===== config.mk =====
export PLATFORM = sky130hd
export DESIGN_NAME = bcd_to_bin
export DESIGN_NICKNAME = d
export VERILOG_FILES = /design/src/rtl/bcd_to_bin.sv
export SDC_FILE = /design/constraint.sdc
export NUM_CORES = 1
export LEC_CHECK = 0
export BUFFER_PORTS_ARGS = -buffer_cell sky130_fd_sc_hd__buf_2
export CAP_MARGIN = 20
export CORE_ASPECT_RATIO = 0.75
export CORE_MARGIN = 2
export CORE_UTILIZATION = 54
export DETAILED_ROUTE_END_ITERATION = 8
export PLACE_DENSITY_LB_ADDON = 0.2
export SYNTH_ARGS = -nofsm -noshare
export SYNTH_HDL_FRONTEND = slang
export SYNTH_SLANG_ARGS = --single-unit

===== constraint.sdc =====
create_clock -name clk -period 1.82 [get_ports clk]
set_input_delay 0.273 -clock clk [delete_from_list [all_inputs] [get_ports clk]]
set_output_delay 0.273 -clock clk [all_outputs]
set_load 0.005 [all_outputs]

===== src/rtl/bcd_to_bin.sv =====
// Sequential BCD-to-binary converter (reverse double dabble, one shift per clock).
// Latency: WIDTH cycles from the accepting edge to done; invalid input gives done on the next cycle.
// Backpressure: start is accepted only in IDLE/DONE; starts during SHIFT are dropped, not queued.
module bcd_to_bin #(
  parameter int DIGITS = 2,
  parameter int WIDTH  = 8
) (
  input  logic                clk,
  input  logic                rst,
  input  logic                start,
  input  logic [4*DIGITS-1:0] bcd_in,
  output logic                busy,
  output logic                done,
  output logic                err,
  output logic [WIDTH-1:0]    value
);

  localparam int BW = 4 * DIGITS;
  localparam int CW = $clog2(WIDTH + 1);

  localparam logic [1:0] ST_IDLE  = 2'd0;
  localparam logic [1:0] ST_SHIFT = 2'd1;
  localparam logic [1:0] ST_DONE  = 2'd2;

  logic [1:0]       state_q, state_d;
  logic [BW-1:0]    bcd_q, bcd_d;
  logic [WIDTH-1:0] bin_q, bin_d;
  logic [CW-1:0]    cnt_q, cnt_d;
  logic [WIDTH-1:0] value_q, value_d;
  logic             err_q, err_d;

  logic             in_bad;
  logic [BW-1:0]    sh_bcd;
  logic [BW-1:0]    corr_bcd;
  logic [WIDTH-1:0] sh_bin;

  // Flag an input word containing any nibble above 9
  always_comb begin
    in_bad = 1'b0;
    for (int i = 0; i < DIGITS; i++) begin
      if (bcd_in[4*i +: 4] > 4'd9) in_bad = 1'b1;
    end
  end

  // One right shift of {bcd, bin}, then subtract 3 from every shifted digit that is >= 8
  always_comb begin
    {sh_bcd, sh_bin} = {bcd_q, bin_q} >> 1;
    corr_bcd = sh_bcd;
    for (int i = 0; i < DIGITS; i++) begin
      if (sh_bcd[4*i +: 4] >= 4'd8) corr_bcd[4*i +: 4] = sh_bcd[4*i +: 4] - 4'd3;
    end
  end

  // Next-state logic: accept in IDLE/DONE, step the shifter in SHIFT, publish on the last step
  always_comb begin
    state_d = state_q;
    bcd_d   = bcd_q;
    bin_d   = bin_q;
    cnt_d   = cnt_q;
    value_d = value_q;
    err_d   = err_q;
    case (state_q)
      ST_IDLE, ST_DONE: begin
        if (start) begin
          bcd_d = bcd_in;
          bin_d = '0;
          cnt_d = CW'(WIDTH);
          err_d = 1'b0;
          if (in_bad) begin
            // Malformed digit: skip shifting and report a zero result with err
            state_d = ST_DONE;
            err_d   = 1'b1;
            value_d = '0;
          end else begin
            state_d = ST_SHIFT;
          end
        end else if (state_q == ST_DONE) begin
          state_d = ST_IDLE;
        end
      end
      ST_SHIFT: begin
        bcd_d = corr_bcd;
        bin_d = sh_bin;
        cnt_d = cnt_q - CW'(1);
        if (cnt_q == CW'(1)) begin
          value_d = sh_bin;
          state_d = ST_DONE;
        end
      end
      default: state_d = ST_IDLE;
    endcase
  end

  // State registers with synchronous reset; reset aborts any conversion silently
  always_ff @(posedge clk) begin
    if (rst) begin
      state_q <= ST_IDLE;
      bcd_q   <= '0;
      bin_q   <= '0;
      cnt_q   <= '0;
      value_q <= '0;
      err_q   <= 1'b0;
    end else begin
      state_q <= state_d;
      bcd_q   <= bcd_d;
      bin_q   <= bin_d;
      cnt_q   <= cnt_d;
      value_q <= value_d;
      err_q   <= err_d;
    end
  end

  assign busy  = (state_q == ST_SHIFT);
  assign done  = (state_q == ST_DONE);
  assign err   = err_q;
  assign value = value_q;

endmodule


==> impl_summary.log, run 1 <==
[metrics] clock tree from TritonCTS: built
[metrics] starting density of the core: 56.4%
[metrics] HPWL after DPL: 1.72 mm
[metrics] Worst R2R Setup Slack: about 0.22 ns
[metrics] nets@finish: around 180
[metrics] die span in x: 60.2 um
[metrics] xor/xnor share of the synthesized area: between 1 and 1.5%
[metrics] DRC errors left: 0
[metrics] proportion of synthesized area in mux cells: 0%
[metrics] timing-limited maximum frequency: just over 600 MHz
[metrics] worst hold path stage count: 3
[metrics] internal power: 1.03 mW
[metrics] CTS Root Cell: sky130_fd_sc_hd__clkbuf_4
[metrics] simple-gate portion of the synthesized area: 22.8%
[metrics] slew at the pin with the worst max-slew slack: a little over 0.6 ns
[metrics] number of global-route vias before repair: around 1000
[metrics] share of the clock period used by the worst path after layout: about nine tenths
[metrics] most frequent standard cell in the layout excluding fill and tap cells: sky130_fd_sc_hd__dfxtp_1
[metrics] Area Overhead vs Synth: 15.9%
[metrics] Yosys cell types: 29
[metrics] max-capacitance violation count: 0
[metrics] # clock sinks: 30
[metrics] power share of the sequential group: 50.7%
[metrics] detailed-router iteration count before antenna repair: 4
[metrics] post-route clock skew: 0.00628 ns
[metrics] cts hold-fix bufs: 0
[metrics] count of antenna-violating nets left after detailed routing: 0
[metrics] CTS clk-pin slew, worst paths: 0.10 ns
[metrics] Clk network pwr share: 38.0%
[metrics] post-detailed-route wirelength per cell: 12.9 um
[metrics] Design Power: 1.39 mW
[metrics] kind of path behind the tightest hold check: input port to flop
[metrics] post-CTS setup buffer count: 0
[metrics] flip-flop and latch count after synthesis: 30
[metrics] max-slew violation count: 0
[metrics] wire length of the first global-routing pass: between 4 and 5 mm
[metrics] element type at the critical path start: flop
[metrics] leading cell types in the layout, fill and taps excluded: sky130_fd_sc_hd__dfxtp_1 (30), sky130_fd_sc_hd__buf_2 (21), sky130_fd_sc_hd__nor2_1 (20), sky130_fd_sc_hd__a21oi_1 (18), sky130_fd_sc_hd__nand2_1 (15)
[metrics] via total after detailed routing: 1111
[metrics] cells resized by post-CTS repair: 0
[metrics] global-route total usage across every layer: 22.0%
[metrics] die footprint: 2780 um^2
[metrics] required time reported for the critical path endpoint: 1.55 ns
[metrics] PortBufs: 21
[metrics] adder and majority gate portion of the synthesized area: 3.91%
[metrics] final core occ: 65.3%
[metrics] RSZ-0062 raised after global routing: no
[metrics] overflow left after global routing: 0
[metrics] number of buffers inserted during clock tree synthesis: 5
[metrics] post-synthesis cell type with the largest combined area: sky130_fd_sc_hd__dfxtp_1
[metrics] core footprint: 2270 um^2
[metrics] critical path data arrival time: approximately 1.4 ns
[metrics] Setup TNS: 0 ns
[metrics] sequential element share of the synthesized area: 46.9%
[metrics] peak fanout along the critical path: 16
[metrics] share of total power consumed by net switching: between 20% and 30%
[metrics] Final Hold Fails: 0
[metrics] average instance area after synthesis: 8.89 um^2
[metrics] warnings from Yosys: 0
[metrics] combined area of all synthesized cells: around 1300 um^2
[metrics] final RePlAce weighted congestion: a little under 0.8
[metrics] H-tree depth: 2
[metrics] Top Ports: 22
[metrics] minimum hold slack: 0.178 ns
[metrics] Chip Height: around 46 um
[metrics] launching instance or port of the critical path: state_q[1]$_SDFFE_PP0P_
[metrics] Net Sw Power: between 0.3 and 0.4 mW
[metrics] final setup fails: 0
[metrics] number of standard-cell rows in the floorplan: 15
[metrics] Worst Setup End Kind: output pin
[metrics] area fraction in compound gates after synthesis: 19.6%
[metrics] Final min period: about 1.6 ns
[metrics] number of placed cells counting well taps: 195
[metrics] antenna violations before repair: 0
[metrics] kind of critical path: flop to output pin
[metrics] ratio of cells with drive above 1 in the final layout: a little over a fifth
[metrics] startpoint of the most critical register-to-register path: cnt_q[1]$_SDFFE_PP0P_
[metrics] Hold Path Sink: bcd_q[0]$_SDFFE_PP0P_
[metrics] Leakage: 0.605 nW
[metrics] launch instance of the worst min-delay path: bcd_in[0]
[metrics] combinational power share: between 10% and 20%
[metrics] FF-to-FF path depth: 6
[metrics] Syn Nets: 159
[metrics] Antenna diodes: 0
[metrics] worst vdd ir: 0.000621 V
[metrics] largest net degree at the start of global routing: 31
[metrics] top cells by area, synth: sky130_fd_sc_hd__dfxtp_1 (47%), sky130_fd_sc_hd__a21oi_1 (7.0%), sky130_fd_sc_hd__a22oi_1 (7.0%), sky130_fd_sc_hd__nor2_1 (5.9%), sky130_fd_sc_hd__or3b_1 (5.5%)
[metrics] tightest slew margin relative to the limit: 59.7%
[metrics] main combinational cell family by area after synthesis: simple AND/OR/NAND/NOR gates
[metrics] source-to-sink clock delay at the later pin of the worst-skew pair: approximately 0.34 ns
[metrics] Via density: 5.47
[metrics] fin cells: 203
[metrics] Critical R2R Capture: value[6]$_SDFFE_PP0P_
[metrics] maximum clock path buffer count: 2
[metrics] result of the run: finished clean
[metrics] post-synthesis cell count: 144
[metrics] areal power density over the cells: 938 nW/um^2
[metrics] drt total wl: between 2 and 3 mm
[metrics] 1st-iter DRT viols: 76
[metrics] post-synth top area share: 46.9%
==> power groups by stage <==
stage          Combinational [mW]  Sequential (mW)  Clock [mW]
2_1_floorplan               0.113            0.716           0
3_3_place_gp                0.150            0.719           0
3_5_place_dp                0.154            0.721           0
4_1_cts                     0.156            0.705       0.534
5_1_grt                     0.177            0.710       0.562
6_report                    0.157            0.705       0.529
==> metal layers <==
metal / share of wire, % / GRT usage, % / vias to the layer above
li1: - / - / 557
met1: 48 / 27.4 / 530
met2: 46 / 33.7 / 15
met3: 3.2 / 5.90 / 9
met4: 2.7 / 14.7 / 0
met5: 0 / 0 / -
==> final cells by class <==
class | instances | area [um^2]
Clock inverter | 3 | 40.0
Timing Repair Buffer | 25 | 135
Multi-Input combinational cell | 101 | 609
Fill cell | 198 | 787
Sequential cell | 30 | 601
Tap cell | 34 | 42.5
Clock buffer | 5 | 37.5
Inverter | 5 | 18.8
==> worst max path at each step <==
stage	end	slack, ns	cells after the start
detailed placement	value[4]$_SDFFE_PP0P_	0.24	5
global placement	value[7]$_SDFFE_PP0P_	0.29	5
finish	busy	0.20	4
CTS	busy	0.20	4
global route	value[1]$_SDFFE_PP0P_	0.11	5
floorplan	value[6]$_SDFFE_PP0P_	0.37	7
==> cell usage after synthesis <==
master / n
sky130_fd_sc_hd__buf_6: 2
sky130_fd_sc_hd__a21o_1: 1
sky130_fd_sc_hd__nor3_1: 2
sky130_fd_sc_hd__clkbuf_1: 3
sky130_fd_sc_hd__inv_1: 4
sky130_fd_sc_hd__inv_2: 1
sky130_fd_sc_hd__buf_2: 2
sky130_fd_sc_hd__nor3b_1: 1
sky130_fd_sc_hd__or3b_4: 1
sky130_fd_sc_hd__dfxtp_1: 30
sky130_fd_sc_hd__nor2b_1: 2
sky130_fd_sc_hd__xnor2_1: 2
sky130_fd_sc_hd__a311oi_1: 2
sky130_fd_sc_hd__a211oi_1: 1
sky130_fd_sc_hd__a22oi_1: 12
sky130_fd_sc_hd__nand2_1: 15
sky130_fd_sc_hd__a21oi_1: 18
sky130_fd_sc_hd__buf_4: 1
sky130_fd_sc_hd__nor2_2: 1
sky130_fd_sc_hd__o21ai_1: 2
sky130_fd_sc_hd__ha_1: 4
sky130_fd_sc_hd__nand2b_1: 3
sky130_fd_sc_hd__nor2_4: 1
sky130_fd_sc_hd__o211a_1: 1
sky130_fd_sc_hd__nor4_1: 2
sky130_fd_sc_hd__a32oi_1: 1
sky130_fd_sc_hd__nor2_1: 20
sky130_fd_sc_hd__a221oi_1: 1
sky130_fd_sc_hd__or3b_1: 8
==> registers in the layout, indices dropped and copies added, names as in the netlist <==
register / count
bcd_q: 8
cnt_q: 4
err: 1
value: 8
bin_q: 7
state_q: 2
==> metrics by stage <==
| step | worst slack [ns] | area, um^2 |
|---|---|---|
| after floorplan | 0.373 | 1280 |
| after global placement | 0.289 | 1410 |
| after detailed placement | 0.236 | 1410 |
| after CTS | 0.205 | 1480 |
| after global routing | 0.105 | 1480 |
| final | 0.199 | 1480 |
==> worst max-delay path, cell delays in order, from the launching register on <==
cell and delay [ns]:
sky130_fd_sc_hd__dfxtp_1 0.32, sky130_fd_sc_hd__nand2b_1 0.23, sky130_fd_sc_hd__inv_2 0.10, sky130_fd_sc_hd__buf_4 0.21, sky130_fd_sc_hd__buf_2 0.15
==> kinds of logic (layout without fill, tap and decap cells) <==
group	Yosys count	count (layout)
buffers and inverters	13	38
AOI/OAI and AO/OA	39	39
xor gates and xnor gates	2	2
DFF	30	30
and+or+nand+nor	56	56
adders and majority gates	4	4
No activity file was read; power rests on OpenSTA's default activity.
==> inputs of run 2 (changes only) <==
- CORE_UTILIZATION: 54 -> 45
==> impl_summary.log, run 2 (synthesis results as in run 1) <==
[metrics] result of the run: finished clean (unchanged)
[metrics] peak fanout along the critical path: 16 (unchanged)
[metrics] final RePlAce weighted congestion: 0.745 (was 0.772)
[metrics] cells resized by post-CTS repair: 0 (unchanged)
[metrics] post-detailed-route wirelength per cell: 13.1 um (was 12.9 um)
[metrics] Design Power: 1.35 mW (was 1.39 mW)
[metrics] RSZ-0062 raised after global routing: no (unchanged)
[metrics] tightest slew margin relative to the limit: 58.4% (was 59.7%)
[metrics] Via density: 5.37 (was 5.47)
[metrics] die span in x: 65.6 um (was 60.2 um)
[metrics] ratio of cells with drive above 1 in the final layout: 20.2% (was 21.9%)
[metrics] number of placed cells counting well taps: 197 (was 195)
[metrics] Final min period: 1.71 ns (was 1.62 ns)
[metrics] areal power density over the cells: 911 nW/um^2 (was 938 nW/um^2)
[metrics] nets@finish: 183 (unchanged)
[metrics] core footprint: 2660 um^2 (was 2270 um^2)
[metrics] detailed-router iteration count before antenna repair: 4 (unchanged)
[metrics] number of global-route vias before repair: 995 (was 1019)
[metrics] starting density of the core: 48.1% (was 56.4%)
[metrics] gate family responsible for the most delay along the worst path: buffers and inverters (unchanged)
[metrics] maximum clock path buffer count: 2 (unchanged)
[metrics] share of the clock period used by the worst path after layout: 93.9% (was 89.1%)
[metrics] Slowest-stage cell, CP: sky130_fd_sc_hd__nand2b_1 (was sky130_fd_sc_hd__dfxtp_1)
[metrics] largest net degree at the start of global routing: 31 (unchanged)
[metrics] antenna violations before repair: 0 (unchanged)
[metrics] required time reported for the critical path endpoint: 1.55 ns (about the same)
[metrics] Top Ports: 22 (unchanged)
[metrics] die footprint: 3290 um^2 (was 2780 um^2)
[metrics] Placement Cell Area: 1410 um^2 (about the same)
[metrics] final setup fails: 0 (unchanged)
[metrics] PortBufs: 21 (unchanged)
[metrics] H-tree depth: 2 (unchanged)
[metrics] Leakage: 0.599 nW (was 0.605 nW)
[metrics] Antenna diodes: 0 (unchanged)
[metrics] global-route total usage across every layer: 18.3% (was 22.0%)
[metrics] kind of path behind the tightest hold check: input port to flop (unchanged)
[metrics] drt total wl: 2.68 mm (was 2.62 mm)
[metrics] timing-limited maximum frequency: 585 MHz (was 617 MHz)
[metrics] Chip Height: 50.2 um (was 46.2 um)
[metrics] Setup TNS: 0 ns (unchanged)
[metrics] max-slew violation count: 0 (unchanged)
[metrics] number of standard-cell rows in the floorplan: 16 (was 15)
[metrics] max-capacitance violation count: 0 (unchanged)
[metrics] chain of cells forming the critical path: nand2b_1, inv_2, buf_4, buf_2 (unchanged)
[metrics] kind of critical path: flop to output pin (unchanged)
[metrics] Worst Path Buf+Inv: 3 (unchanged)
[metrics] Final Hold Fails: 0 (unchanged)
[metrics] count of antenna-violating nets left after detailed routing: 0 (unchanged)
[metrics] CP peak stage delay: 0.34 ns (was 0.32 ns)
[metrics] wire length of the first global-routing pass: 4.53 mm (was 4.36 mm)
[metrics] minimum hold slack: 0.251 ns (was 0.178 ns)
[metrics] cts hold-fix bufs: 0 (unchanged)
[metrics] number of buffers inserted during clock tree synthesis: 5 (unchanged)
[metrics] CTS Root Cell: sky130_fd_sc_hd__clkbuf_8 (was sky130_fd_sc_hd__clkbuf_4)
[metrics] leading cell types in the layout, fill and taps excluded: sky130_fd_sc_hd__dfxtp_1 (30), sky130_fd_sc_hd__buf_2 (21), sky130_fd_sc_hd__nor2_1 (20), sky130_fd_sc_hd__a21oi_1 (18), sky130_fd_sc_hd__nand2_1 (15) (unchanged)
[metrics] source-to-sink clock delay at the later pin of the worst-skew pair: 0.28 ns (was 0.34 ns)
[metrics] clock tree from TritonCTS: built (unchanged)
[metrics] CTS clk-pin slew, worst paths: 0.06 ns (was 0.10 ns)
[metrics] 1st-iter DRT viols: 42 (was 76)
[metrics] critical path data arrival time: 1.44 ns (was 1.35 ns)
[metrics] worst vdd ir: 0.000541 V (was 0.000621 V)
[metrics] slew at the pin with the worst max-slew slack: 0.624 ns (was 0.605 ns)
[metrics] post-route clock skew: 0.00404 ns (was 0.00628 ns)
[metrics] Worst R2R Setup Slack: 0.20 ns (was 0.22 ns)
[metrics] DRC errors left: 0 (unchanged)
[metrics] via total after detailed routing: 1096 (was 1111)
[metrics] fin cells: 204 (was 203)
[metrics] summed area of non-filler cells in the final layout: 1490 um^2 (was 1480 um^2)
[metrics] post-CTS setup buffer count: 0 (unchanged)
[metrics] overflow left after global routing: 0 (unchanged)
[metrics] Area Overhead vs Synth: 16.0% (was 15.9%)
[metrics] element type at the critical path start: flop (unchanged)
[metrics] Worst Setup End Kind: output pin (unchanged)
[metrics] HPWL after DPL: 1.89 mm (was 1.72 mm)
[metrics] # clock sinks: 30 (unchanged)
[metrics] most frequent standard cell in the layout excluding fill and tap cells: sky130_fd_sc_hd__dfxtp_1 (unchanged)
==> run 2: cell types whose count changed in the layout (fill, tap and decap cells not counted) <==
cell / previous run / this run
sky130_fd_sc_hd__clkinv_2: 2 / 0
sky130_fd_sc_hd__clkbuf_4: 5 / 0
sky130_fd_sc_hd__clkbuf_8: 0 / 5
sky130_fd_sc_hd__clkbuf_1: 0 / 2
sky130_fd_sc_hd__bufinv_16: 1 / 0
==> run 2: area by class of cell <==
cell class / count / area, um^2
clock buffers: 7 / 76.3
fillers: 249 / 1180
inverters: 5 / 18.8
multi-input cells: 101 / 609
flip-flops and latches: 30 / 601
well taps: 36 / 45.0
repair buffers: 25 / 135
==> run 2: power by group <==
group | switching (mW) | internal [mW] | total (mW) | leakage (nW)
combinational | 0.0908 | 0.0658 | 0.157 | 0.316
clock | 0.227 | 0.262 | 0.490 | 0.0383
sequential | 0.0232 | 0.684 | 0.707 | 0.244
==> run 2: tightest hold or removal path, delay by kind of cell <==
family          cells  cell delay, ns
buf+inv             1            0.11
simple gates        1            0.05
compound gates      1            0.05
==> run 2: routing by layer <==
layer  vias up  share of wire [%]  global-route usage [%]
li1        553                  -                       -
met1       511                 46                    23.2
met2        25                 49                    28.9
met3         7                4.3                    5.38
met4         0                1.4                    8.33
met5         -                  0                       0
==> run 2: path summary, 6_finish.rpt <==
path,start,endpoint,cells after the start
max,state_q[1]$_SDFFE_PP0P_,busy,4
min,bcd_in[2],bcd_q[2]$_SDFFE_PP0P_,3
max reg2reg,cnt_q[0]$_SDFFE_PP0P_,value[5]$_SDFFE_PP0P_,5
min reg2reg,bcd_q[6]$_SDFFE_PP0P_,bcd_q[6]$_SDFFE_PP0P_,2
==> run 2: through the flow <==
step / util [%] / setup slack, ns
detailed placement: 52.9 / 0.200
floorplan: - / 0.373
global route: 55.8 / 0.00508
global placement: 52.9 / 0.292
finish: 55.8 / 0.112
CTS: 55.8 / 0.0996
